File: config.mk
export PLATFORM = sky130hd
export DESIGN_NAME = pc_gen
export DESIGN_NICKNAME = d
export VERILOG_FILES = /design/src/rtl/pc_pkg.sv /design/src/rtl/ras_stack.sv /design/src/rtl/pc_gen.sv
export SDC_FILE = /design/constraint.sdc
export NUM_CORES = 1
export LEC_CHECK = 0
export ABC_AREA = 1
export CELL_PAD_IN_SITES_DETAIL_PLACEMENT = 1
export CELL_PAD_IN_SITES_GLOBAL_PLACEMENT = 1
export CORE_MARGIN = 4
export CORE_UTILIZATION = 43
export CTS_BUF_LIST = sky130_fd_sc_hd__clkbuf_4 sky130_fd_sc_hd__clkbuf_8
export CTS_CLUSTER_SIZE = 10
export DETAILED_ROUTE_END_ITERATION = 10
export PLACE_DENSITY = 0.91
export SYNTH_ARGS = -nofsm -noshare
export SYNTH_HDL_FRONTEND = slang
export SYNTH_SLANG_ARGS = --single-unit
File: constraint.sdc
create_clock -name clk -period 6.13 [get_ports clk]
set_input_delay 0.613 -clock clk [delete_from_list [all_inputs] [get_ports clk]]
set_output_delay 0.613 -clock clk [all_outputs]
set_load 0.005 [all_outputs]
File: src/rtl/pc_pkg.sv
// rtl/pc_pkg.sv - next-PC source encoding shared by pc_gen and the decode logic
package pc_pkg;

  localparam int SEL_W = 3;

  // Codes 6 and 7 are unused and fall back to sequential fetch.
  typedef enum logic [SEL_W-1:0] {
    PC_SEQ    = 3'd0,
    PC_BRANCH = 3'd1,
    PC_JUMP   = 3'd2,
    PC_CALL   = 3'd3,
    PC_RET    = 3'd4,
    PC_TRAP   = 3'd5
  } pc_sel_t;

endpackage

File: src/rtl/ras_stack.sv
// rtl/ras_stack.sv - circular return-address stack with sticky overflow/underflow flags
module ras_stack #(
  parameter int W     = 32,
  parameter int DEPTH = 4
) (
  input  logic         clk,
  input  logic         rst_n,
  input  logic         push,
  input  logic         pop,
  input  logic [W-1:0] din,
  output logic [W-1:0] top,
  output logic         empty,
  output logic         full,
  output logic         ovf,
  output logic         unf
);

  localparam int AW = $clog2(DEPTH);
  localparam logic [AW-1:0] PTR_ONE  = 1;
  localparam logic [AW:0]   CNT_ONE  = 1;
  localparam logic [AW:0]   FULL_CNT = DEPTH[AW:0];

  logic [W-1:0]  mem [DEPTH];
  logic [AW-1:0] wptr;
  logic [AW-1:0] top_idx;
  logic [AW:0]   count;

  assign top_idx = wptr - PTR_ONE;
  assign top     = mem[top_idx];
  assign empty   = (count == '0);
  assign full    = (count == FULL_CNT);

  // Entry storage is deliberately left unreset; count alone defines validity.
  always_ff @(posedge clk) begin
    if (push) begin
      mem[wptr] <= din;
    end
  end

  // A push while full advances wptr onto the oldest slot, evicting it.
  always_ff @(posedge clk or negedge rst_n) begin
    if (!rst_n) begin
      wptr  <= '0;
      count <= '0;
      ovf   <= 1'b0;
      unf   <= 1'b0;
    end else if (push) begin
      wptr <= wptr + PTR_ONE;
      if (full) begin
        ovf <= 1'b1;
      end else begin
        count <= count + CNT_ONE;
      end
    end else if (pop) begin
      if (empty) begin
        unf <= 1'b1;
      end else begin
        wptr  <= wptr - PTR_ONE;
        count <= count - CNT_ONE;
      end
    end
  end

endmodule

File: src/rtl/pc_gen.sv
// rtl/pc_gen.sv - fetch-stage program counter with six next-PC sources and a return-address stack
module pc_gen
  import pc_pkg::*;
#(
  parameter int           W         = 32,
  parameter logic [W-1:0] STEP      = 4,
  parameter logic [W-1:0] RESET_PC  = '0,
  parameter int           RAS_DEPTH = 4
) (
  input  logic             clk,
  input  logic             rst_n,
  input  logic             en,
  input  logic [SEL_W-1:0] sel,
  input  logic [W-1:0]     target,
  input  logic [W-1:0]     offset,
  input  logic [W-1:0]     trap_vec,
  output logic [W-1:0]     pc,
  output logic [W-1:0]     pc_next,
  output logic             ras_empty,
  output logic             ras_full,
  output logic             ras_ovf,
  output logic             ras_unf
);

  logic [W-1:0] seq_pc;
  logic [W-1:0] ras_top;
  logic         ras_push;
  logic         ras_pop;

  assign seq_pc = pc + STEP;

  // RET on an empty stack still requests a pop so the stack can flag underflow.
  always_comb begin
    pc_next  = seq_pc;
    ras_push = 1'b0;
    ras_pop  = 1'b0;
    case (sel)
      PC_BRANCH: pc_next = pc + offset;
      PC_JUMP:   pc_next = target;
      PC_CALL: begin
        pc_next  = target;
        ras_push = en;
      end
      PC_RET: begin
        if (!ras_empty) begin
          pc_next = ras_top;
        end
        ras_pop = en;
      end
      PC_TRAP:   pc_next = trap_vec;
      default:   pc_next = seq_pc;
    endcase
  end

  always_ff @(posedge clk or negedge rst_n) begin
    if (!rst_n) begin
      pc <= RESET_PC;
    end else if (en) begin
      pc <= pc_next;
    end
  end

  ras_stack #(
    .W     (W),
    .DEPTH (RAS_DEPTH)
  ) u_ras (
    .clk   (clk),
    .rst_n (rst_n),
    .push  (ras_push),
    .pop   (ras_pop),
    .din   (seq_pc),
    .top   (ras_top),
    .empty (ras_empty),
    .full  (ras_full),
    .ovf   (ras_ovf),
    .unf   (ras_unf)
  );

endmodule

==> run summary <==
Synth top area share = 34.6%
Final Power = 4.77 mW
vias in the first global route = 12000
setup_tns = 0 ns
Ys Warns = 0
largest net degree at the start of global routing = 67
Clk Latency, worst-skew pair = 0.47 ns
I/O Buffers = 169
number of flops mapped to enable cells by yosys = 128
dominant synthesized flop cell = edfxtp_1
Leak = 5.97 nW
gr ovfl total = 0
worst-path cell chain = inv_1 > ha_1 > buf_4 > clkinv_1 > buf_4 > a21oi_1 > nand2_1 > a31oi_1 > o211ai_2 > clkdlybuf4s50_1
# nets final = 1770
Cells after Synth = 1471
hold buffer count at cts = 0
buffer count from post-CTS setup fixing = 0
clk slew on worst S/H paths = 0.09 ns
initial core utilization = 43.8%
Iteration-0 DRC Markers = 918
sequential area share after synthesis = 43.4%
Hold Crit Class = in2async
CP Launch Type = flip-flop
hpwl dp = 33.1 mm
final worst slack = 1.61 ns
clock tree root buffer cell = clkbuf_8
slowest library cell on the worst path = clkdlybuf4s50_1
H-tree depth = 4
GRT Util Overall = 30.4%
post-DR wirelength/cell = 22.3 µm
largest fanout on the critical path = 32
Final Skew = 0.0129 ns
number of max-cap violations = 0
post-synth top area cell = edfxtp_1
Hold Vio Cnt, Final = 0
register bit total from synthesis = 167
endpoint class of the critical path = output pin
CTS max path bufs = 2
ys async rst share = 23.4%
Final period util = 73.7%
Worst EP required = 5.52 ns
fin crit period = 4.52 ns
CTS tree = built
cell mode on critical path = buf_4
Pwr per Cell Area = 352 mW/mm²
Slew headroom = 23.2%
Peak VDD IR = 0.257 mV
first-pass GRT wire length = 66.9 mm
clock sinks = 167
measured slew at the worst slew-check pin = 1.15 ns
Final ANT Viol Nets = 0
Via density = 5.75
Max stage delay on crit path = 0.52 ns
Worst Path Arrival = 3.91 ns
Layout Area Growth over Synthesis = 21.9%
Design Area, Final = 0.0135 mm²
antenna violations before repair = 0
RSZ-0062 raised after global routing = no
pre-CTS WS = 1.89 ns
Die Y = 169 µm
Syn Nets = 1611
Slew Limit Fails = 0
final wirelength = 43.9 mm
FMAX = 221 MHz
run status = completed
row cnt = 58
top cells by area, synth = edfxtp_1, nand2_1, dfrtp_1
DRC Markers = 0
Die ar. = 0.0285 mm²
worst setup path class = reg2out
synth unique cells = 57
Core ar. = 0.0253 mm²
syn_area_per_cell = 7.55 µm²
via count = 11300
Die W = 169 µm
Placed Area = 0.0131 mm²
Synth Cell Area = 0.0111 mm²
I/O Pins = 170
Setup-failing EPs final = 0
PostCTS Resize Cnt = 0
Num CTS Buffers = 17
DRT Pass-1 Iters = 5
share of layout cells above drive strength 1 = 7.43%
Ant. Diodes = 0
Placer Congestion = 0.922
-- sequential cells by signal, summed over array words and instances, names as in the netlist --
register / flops
u_ras.mem: 128
pc: 32
u_ras.count: 3
u_ras.wptr: 2
u_ras.ovf: 1
u_ras.unf: 1
-- power breakdown --
part           total (mW)  switching, mW  internal [mW]
logic                2.35           1.51          0.842
registers            1.57          0.189           1.38
clock network       0.843          0.438          0.405
-- layer usage --
layer | share of wire [%] | GRT usage [%]
met1 | 40 | 37.6
met2 | 49 | 52.1
met3 | 7.3 | 6.19
met4 | 3.6 | 12.2
met5 | 0 | 0
-- path summary, 6_finish.rpt --
path | start | endpoint | slack, ns | depth (start not counted)
setup / recovery | u_ras.wptr[1] | pc_next[5] | 1.61 | 10
hold / removal | rst_n | u_ras.wptr[0] | 0.36 | 1
setup reg to reg | u_ras.wptr[1] | pc[5] | 2.93 | 11
hold reg to reg | u_ras.ovf | u_ras.ovf | 0.47 | 1
max in group asynchronous | rst_n | u_ras.wptr[0] | 5.01 | 1
min in group clk | u_ras.ovf | u_ras.ovf | 0.47 | 1
-- synthesized netlist by cell type (all sizes together) (6+ instances only) --
cell type	count
a21boi	9
ha	36
or2	9
xnor2	6
edfxtp	128
a22o	12
clkbuf	24
dfrtp	39
buf	18
nand4	8
a21oi	71
nand2	528
nor3	9
o22ai	8
nand3	122
xor2	16
inv	183
nor2	141
a31oi	14
o21ai	49
-- cell families after synthesis --
logic type                 Yosys count  synth area share [%]
buffers and inverters              226                  7.98
xor gates and xnor gates            22                  1.94
AOI/OAI and AO/OA                  190                  10.6
DFF                                167                  43.4
and+or+nand+nor                    827                  31.5
adders and majority gates           38                  4.42
muxes                                1                 0.101
-- per-stage QoR --
step,util [%],hold slack [ns],std cells
6_report,53.4,0.362,1973
3_5_place_dp,51.8,0.451,1941
2_1_floorplan,-,0.317,1471
4_1_cts,53.4,0.373,1973
3_3_place_gp,51.8,0.438,1941
5_1_grt,53.4,0.401,1973
-- worst max-delay path, delay by kind of cell (launching register included) --
family	cells	cell delay [ns]
AOI/OAI and AO/OA	3	0.80
adders and majority gates	1	0.29
buffers and inverters	5	1.85
DFF	1	0.41
and+or+nand+nor	1	0.06
-- layout by cell type (no fill, tap or decap), types with 12 or more instances in the layout --
cell,count
o21ai_0,40
nor2_1,120
nand2_1,522
xor2_1,14
a31oi_1,14
inv_2,16
nor2_2,14
a22o_1,12
dfrtp_1,38
ha_1,36
inv_1,166
clkdlybuf4s50_1,168
buf_4,13
nand3_1,118
edfxtp_1,128
a21oi_1,70
clkbuf_8,17
-- cell type report --
type                            count  area (µm²)
Clock buffer                       17         234
Clock inverter                     15         175
Fill cell                        3125       11800
Inverter                          184         693
Multi-Input combinational cell   1078        5410
Sequential cell                   167        4820
Tap cell                          330         413
Timing Repair Buffer              182        1780
(Power assumes the default switching activity.)
